==> src/rtl/branch_pc_unit.sv <==
// D-stage branch resolution and F-stage PC register for a MIPS-style pipeline with delay slots.
// Also produces the link value and keeps saturating branch/taken statistics counters.
module branch_pc_unit #(
    parameter logic [31:0] PC_RESET = 32'h0000_3000,
    parameter logic [31:0] PC_LO    = 32'h0000_3000,
    parameter logic [31:0] PC_HI    = 32'h0000_6FFC
) (
    input  logic        clk,
    input  logic        reset,
    input  logic        stall,
    input  logic [3:0]  D_br_type,
    input  logic        D_equal,
    input  logic        D_equal_0,
    input  logic        D_great_0,
    input  logic [31:0] D_pc,
    input  logic [15:0] D_imm16,
    input  logic [25:0] D_instr_index,
    input  logic [31:0] D_rs_data,
    output logic [31:0] F_pc,
    output logic        F_pc_adel,
    output logic        D_taken,
    output logic [31:0] D_npc,
    output logic        D_link_en,
    output logic [31:0] D_link_pc,
    output logic [31:0] br_count,
    output logic [31:0] taken_count
);

    typedef enum logic [3:0] {
        BrNone, BrBeq, BrBne, BrBlez, BrBgtz, BrBltz, BrBgez, BrBgezal,
        BrJ, BrJal, BrJr, BrJalr
    } br_type_e;

    logic [31:0] f_pc_q;
    logic [31:0] br_count_q;
    logic [31:0] taken_count_q;
    logic [31:0] pc_plus4;
    logic [31:0] br_target;
    logic [31:0] j_target;
    logic [31:0] target;
    logic        is_branch;

    assign pc_plus4  = D_pc + 32'd4;
    assign br_target = pc_plus4 + {{14{D_imm16[15]}}, D_imm16, 2'b00};
    assign j_target  = {pc_plus4[31:28], D_instr_index, 2'b00};

    always_comb begin
        D_taken   = 1'b0;
        target    = br_target;
        is_branch = 1'b1;
        D_link_en = 1'b0;
        case (br_type_e'(D_br_type))
            BrBeq:    D_taken = D_equal;
            BrBne:    D_taken = !D_equal;
            BrBlez:   D_taken = !D_great_0 || D_equal_0;
            BrBgtz:   D_taken = D_great_0 && !D_equal_0;
            BrBltz:   D_taken = !D_great_0;
            BrBgez:   D_taken = D_great_0;
            BrBgezal: begin
                D_taken   = D_great_0;
                D_link_en = 1'b1;
            end
            BrJ: begin
                D_taken = 1'b1;
                target  = j_target;
            end
            BrJal: begin
                D_taken   = 1'b1;
                target    = j_target;
                D_link_en = 1'b1;
            end
            BrJr: begin
                D_taken = 1'b1;
                target  = D_rs_data;
            end
            BrJalr: begin
                D_taken   = 1'b1;
                target    = D_rs_data;
                D_link_en = 1'b1;
            end
            default:  is_branch = 1'b0;
        endcase
    end

    // Not-taken falls through from the fetch PC, not D_pc: the delay slot is already in F.
    assign D_npc     = D_taken ? target : f_pc_q + 32'd4;
    assign D_link_pc = D_pc + 32'd8;

    assign F_pc        = f_pc_q;
    assign F_pc_adel   = (f_pc_q[1:0] != 2'b00) || (f_pc_q < PC_LO) || (f_pc_q > PC_HI);
    assign br_count    = br_count_q;
    assign taken_count = taken_count_q;

    always_ff @(posedge clk) begin
        if (reset) begin
            f_pc_q        <= PC_RESET;
            br_count_q    <= 32'd0;
            taken_count_q <= 32'd0;
        end else if (!stall) begin
            f_pc_q <= D_npc;
            if (is_branch && (br_count_q != 32'hFFFF_FFFF)) begin
                br_count_q <= br_count_q + 32'd1;
            end
            if (D_taken && (taken_count_q != 32'hFFFF_FFFF)) begin
                taken_count_q <= taken_count_q + 32'd1;
            end
        end
    end

endmodule
==> config.mk <==
export PLATFORM = sky130hd
export DESIGN_NAME = branch_pc_unit
export DESIGN_NICKNAME = d
export VERILOG_FILES = /design/src/rtl/branch_pc_unit.sv
export SDC_FILE = /design/constraint.sdc
export NUM_CORES = 1
export LEC_CHECK = 0
export CELL_PAD_IN_SITES_DETAIL_PLACEMENT = 2
export CELL_PAD_IN_SITES_GLOBAL_PLACEMENT = 2
export CORE_ASPECT_RATIO = 2
export CORE_UTILIZATION = 26
export DETAILED_ROUTE_END_ITERATION = 16
export PLACE_DENSITY = 0.88
export SLEW_MARGIN = 20
export SYNTH_ARGS = -nofsm -noshare
export SYNTH_HDL_FRONTEND = slang
export SYNTH_SLANG_ARGS = --single-unit
==> constraint.sdc <==
create_clock -name clk -period 7.79 [get_ports clk]
set_input_delay 1.9475 -clock clk [delete_from_list [all_inputs] [get_ports clk]]
set_output_delay 1.9475 -clock clk [all_outputs]
set_load 0.05 [all_outputs]
; Yosys cells after proc, flatten, opt, wreduce, memory -nomap -nowiden
; Index checks and enable logic that the tools add are counted.
[word_totals]
register_bits = 96
out_inout_bits = 163
inputBits = 116
[classes]
reduce_logical = 18
n_eq_ne = 13
addsub = 6
muxes = 5
n_lt_le_gt_ge = 2
bitwise = 1
[ops]
columns = op, n
row1 = $add A32 B1 Y32 const B, 2
row2 = $add A32 B3 Y32 const B, 2
row3 = $ne A32 B32 Y1 const B, 2
row4 = $pmux W32 S2, 1
row5 = $add A32 B32 Y32, 1
row6 = $add A32 B4 Y32 const B, 1
row7 = $gt A32 B15 Y1 const B, 1
row8 = $lt A32 B14 Y1 const B, 1
row9 = $mux W32, 1
row10 = $eq A4 B3 Y1 const B, 4
row11 = $eq A4 B4 Y1 const B, 4
row12 = $reduce_or A11 Y1, 1
row13 = $eq A4 B2 Y1 const B, 2
row14 = $pmux W1 S7, 1
row15 = $reduce_or A2 Y1, 3
row16 = $eq A4 B1 Y1 const B, 1
row17 = $reduce_and A2 Y1, 2
row18 = $reduce_or A4 Y1, 1
row19 = $logic_and A1 B1 Y1, 3
row20 = $logic_not A1 Y1, 3
row21 = $logic_or A1 B1 Y1, 3
row22 = $reduce_or A3 Y1, 1
row23 = $mux W1, 2
row24 = $reduce_bool A2 Y1, 1
row25 = $not A1 Y1, 1

; Depth between registers and ports, before layout
; Gate-level depths: netlist of the first run.
[depth]
word_depth = 5
ltp_mapped = 19

; Worst setup path after synthesis of the first run
; Ideal clock, no wire load.
[synth_timing]
path_kind = in2out
start = input port D_pc[3]
end = output port D_npc[14]
n_path_buf = 1
slack_ns = 0.249
stages = 14
arrival_ns = 5.593
t_required_ns = 5.843
path_cell_list = ha_1 > clkbuf_1 > nand4_1 > nor2_1 > nand2_1 > xnor2_1 > ha_1 > a21oi_1 > nor2_1 > a2111oi_0 > nand2_1 > xnor2_1 > o221ai_1 > a21boi_0
[synth_via]
elab_chain_cells = 4
[synth_lines]
columns = element, line_no
row1 = "start, declared", 15  ; input logic [31:0] D_pc,
row2 = $add A32 B3 Y32, 43  ; assign pc_plus4 = D_pc + 32'd4;
row3 = $add A32 B32 Y32, 44  ; assign br_target = pc_plus4 + {{14{D_imm16[15]}}, D_imm16, 2'b00};
row4 = $pmux W32 S2, 52  ; case (br_type_e'(D_br_type))
row5 = $mux W32, 86  ; assign D_npc = D_taken ? target : f_pc_q + 32'd4;
row6 = "end, declared", 22  ; output logic [31:0] D_npc,
; No other way between the ends.

; Worst setup path after layout of the first run
[layout_timing]
start = input port D_pc[23]
end = output port D_npc[31]
[layout_via]
elab_chain_cells = 4
[layout_lines]
columns = element, line_no
row1 = $add A32 B3 Y32 *, 43
row2 = $add A32 B32 Y32, 44
row3 = $pmux W32 S2 *, 52
row4 = $mux W32 *, 86
; Mark *: on every way between the ends. The rest lies on a longest branch, timed or not.

==> run_results.csv, run 1 <==
group,metric,value,unit
layout,final_cell_area,13100,um2
floorplanning,chipHeight,257,um
cts,cts-buffers-inserted,9,
floorplanning,fp.coreArea,32100,um2
cts,clk_pin_slew,80,ps
logic_synthesis,ys_ff_latch,96,
floorplanning,floorplan.io_pins,279,
setup_path,path_cells,"clkdlybuf4s50_1 -> nand2_1 -> nor4_2 -> and4_2 -> nand2_1 -> xnor2_2 -> ha_2 -> nand4_1 -> nor2b_2 -> a21oi_1 -> o21ai_1 -> a31oi_1 -> o31a_1 -> a22oi_1 -> buf_4 -> buf_12",
cts,cts-htree-levels,3,
setup_path,startpoint_type,"primary input",
route,via_count,10100,
route,route.detailed.vias_per_inst,5.33,
sta,grt_setup_unrepaired,"yes",
sta,layout_setup_ws,-65.0,ps
global_route,grt_start_max_net_pins,68,
cts,cts-hold-fix-buffers,0,
place,dpl.hpwl,35.1,mm
layout,design.final.nets,1618,
route,dr.first_iter.drc_count,287,
setup_path,path_common_cell,"sky130_fd_sc_hd__nand2_1",
setup_path,critical-path-top-delay-family,"simple AND/OR/NAND/NOR gates",
place,port_buffers,278,
global_route,globalRouteOverflowTotal,0,
job,drv.max_cap_violation_count,0,
power,cell_leakage_power,4.87,nW
logic_synthesis,postSynth.asyncResetShare,0,%
logic_synthesis,synth_area,8480,um2
route,final_antenna_net_count,0,
route,drc,0,
sta,final_max_slew_violation_count,0,
logic_synthesis,synth.yosys.warnings,0,
sta,post_route_minimum_period,7860,ps
logic_synthesis,yosys_most_used_dff,"sky130_fd_sc_hd__dfxtp_1",
setup_path,crit_path_max_incr_delay,690,ps
logic_synthesis,syn_inst,1127,
setup_path,setup.worst_path.class,"primary input to primary output",
setup_path,timing.critical_path.slowest_stage_cell,"sky130_fd_sc_hd__clkdlybuf4s50_1",
sta,worst_hold_slack,514,ps
outcome,result_of_the_run,"complete, but fails checks",
place,place_congestion,0.925,
setup_path,critical_path.n_buffers_inverters,3,
power,power_density,142,nW/um2
floorplanning,dieArea,33400,um2
sta,timing.final.crit_share,101,%
global_route,antenna_found_initial,3,
global_route,grtUsageTotal,25.6,%
min_path,hold_path.class,"register to register",
place,post_dp_cell_area,12500,um2
layout,synth_to_layout_area_growth,54.2,%
logic_synthesis,synth.lib_cells_used.distinct,71,
sta,fmax,127,MHz
setup_path,cp_data_required_time,5840,ps
setup_path,worstPathArrival,5910,ps
global_route,vias_in_the_first_global_route,11500,
cts,clk_root_buffer_cell,"sky130_fd_sc_hd__clkbuf_16",
logic_synthesis,yosysSeqAreaShare,22.7,%
sta,setup_viols_final,1,
layout,drive_above_1_share,16.1,%
route,drt_pass1_iterations,4,
logic_synthesis,synth_fp_nets,1286,
route,detail_route.wl_per_cell,23.1,um
sta,slew_headroom,35.1,%
logic_synthesis,number_of_enable_type_register_cells_in_the_synthesized_netlist,0,
floorplanning,rows,93,
route,finalWirelength,43.8,mm
layout,layout.core_utilization,40.7,%
cts,cts_tree,"built",
setup_path,critPathCaptureType,"primary output",
cts,clk-insertion-delay-late,360,ps
power,post-layout-total-power,0.00186,W
global_route,first_pass_grt_wire_length,65.1,mm
outcome,failed_checks,"negative setup slack",
sta,skew,10.2,ps
cts,tritoncts_num_sinks,96,
logic_synthesis,postSynthAreaPerCell,7.52,um2
floorplanning,die_width,130,um
place,dpl.cell_count,1866,
layout,fin_cells,1894,
sta,worst-slew-pin-transition,973,ps
cts,clock_tree.buffer_depth,2,
sta,finalHoldViolations,0,
power,worst_ir_drop_vdd,0.125,mV
floorplanning,start_util,26.4,%
setup_path,timing.critical_path.fanout_max,6,
[sequential cells by signal, indices dropped and copies added, names as in the netlist]
name	cells
F_pc	32
br_count	32
taken_count	32
[report_power, final]
part	total [W]	leakage, nW	internal, W	switching (W)
sequential	0.000527	0.777	0.000504	0.0000234
combinational	0.000851	3.94	0.000346	0.000504
clock	0.000480	0.148	0.000263	0.000217
[cell usage in the layout, fill, tap and decap left out, drive strengths merged, types with 10 or more instances in the layout]
| cell | instances |
|---|---|
| o21ai | 51 |
| nor4 | 18 |
| and4 | 12 |
| nor3 | 35 |
| nand4 | 35 |
| dfxtp | 96 |
| mux2i | 36 |
| nand2 | 121 |
| nor2 | 121 |
| a211oi | 10 |
| clkdlybuf4s50 | 230 |
| nand3 | 56 |
| or3 | 24 |
| and3 | 16 |
| ha | 42 |
| a21o | 13 |
| xnor2 | 86 |
| buf | 142 |
| a21oi | 70 |
| clkbuf | 10 |
| inv | 41 |
| xor2 | 60 |
[routing by layer]
metal,vias up,track usage (%),part of all wire [%]
li1,4672,-,-
met1,4997,23.4,33
met2,289,50.8,56
met3,129,3.26,3.7
met4,0,16.6,7.0
met5,-,0,0
[synth_stat cells (8+ instances only)]
cell type / count / share of area [%]
sky130_fd_sc_hd__nand2_1: 121 / 5.4
sky130_fd_sc_hd__nor2_1: 121 / 5.4
sky130_fd_sc_hd__dfxtp_1: 96 / 23
sky130_fd_sc_hd__xnor2_1: 86 / 8.9
sky130_fd_sc_hd__a21oi_1: 69 / 4.1
sky130_fd_sc_hd__xor2_1: 60 / 6.2
sky130_fd_sc_hd__nand3_1: 53 / 3.1
sky130_fd_sc_hd__o21ai_0: 50 / 3.0
sky130_fd_sc_hd__clkbuf_1: 48 / 2.1
sky130_fd_sc_hd__ha_1: 42 / 6.2
sky130_fd_sc_hd__inv_1: 38 / 1.7
sky130_fd_sc_hd__mux2i_1: 36 / 4.2
sky130_fd_sc_hd__nand4_1: 35 / 2.6
sky130_fd_sc_hd__nor3_1: 28 / 1.7
sky130_fd_sc_hd__or3_1: 24 / 1.8
sky130_fd_sc_hd__and3_1: 16 / 1.2
sky130_fd_sc_hd__a21o_1: 13 / 1.2
sky130_fd_sc_hd__nor4_1: 13 / 0.96
sky130_fd_sc_hd__a211oi_1: 9 / 0.80
sky130_fd_sc_hd__mux2_2: 9 / 1.2
sky130_fd_sc_hd__a221oi_1: 8 / 0.83
sky130_fd_sc_hd__a31oi_1: 8 / 0.59
sky130_fd_sc_hd__and4_1: 8 / 0.83
sky130_fd_sc_hd__nor2b_1: 8 / 0.59
[tightest hold or removal path, delay by kind of cell, from the launching register on]
kind               cells  cell delay, ps
DFF                    1             340
AOI/OAI and AO/OA      2             140
[final cells by class]
| class | count | area, um2 |
|---|---|---|
| multi-input combinational | 933 | 6360 |
| sequential | 96 | 1920 |
| timing repair buffer | 381 | 3800 |
| clock inverter | 6 | 73.8 |
| inverter | 38 | 143 |
| fill | 3648 | 19000 |
| tap | 427 | 534 |
| antenna | 3 | 7.51 |
| clock buffer | 10 | 239 |
[kinds of logic after synthesis]
kind of cell,Yosys count,share of synthesized area [%]
simple gates,472,28.3
flops,96,22.7
mux,45,5.44
buf+inv,98,4.65
compound gates,227,17.4
xor+xnor,146,15.1
fa+ha+maj,43,6.43
[what timing repair did]
item | in CTS | in global routing
pin swaps | 13 | 13
setup endpoints to repair | 13 | 12
resized for setup | 41 | 39
buffers inserted | 8 | 1
[final timing paths]
| kind | start | to | slack [ps] | cells after the start |
|---|---|---|---|---|
| setup / recovery | D_pc[23] | D_npc[31] | -70 | 16 |
| hold / removal | br_count[23] | br_count[23] | 510 | 2 |
| setup reg to reg | F_pc[4] | F_pc[25] | 4630 | 9 |
| hold reg to reg | br_count[23] | br_count[23] | 510 | 2 |
[per-stage QoR]
| step | setup TNS, ps | worst slack [ps] |
|---|---|---|
| final | -65.0 | -65.0 |
| after global routing | -364 | -127 |
| after CTS | 0 | 3.29 |
| after detailed placement | -3090 | -458 |
| after global placement | -628 | -247 |
| after floorplan | 0 | 249 |
No activity file was read; power rests on OpenSTA's default activity.
==> run 2: changes to the inputs <==
--- a/config.mk
+++ b/config.mk
@@ -10,6 +10,7 @@
 export CORE_ASPECT_RATIO = 2
 export CORE_UTILIZATION = 26
 export DETAILED_ROUTE_END_ITERATION = 16
+export HOLD_SLACK_MARGIN = 0.08
 export PLACE_DENSITY = 0.88
 export SLEW_MARGIN = 20
 export SYNTH_ARGS = -nofsm -noshare
==> results of run 2 <==
The final DEF is identical to that of run 1; final timing and power are the same.
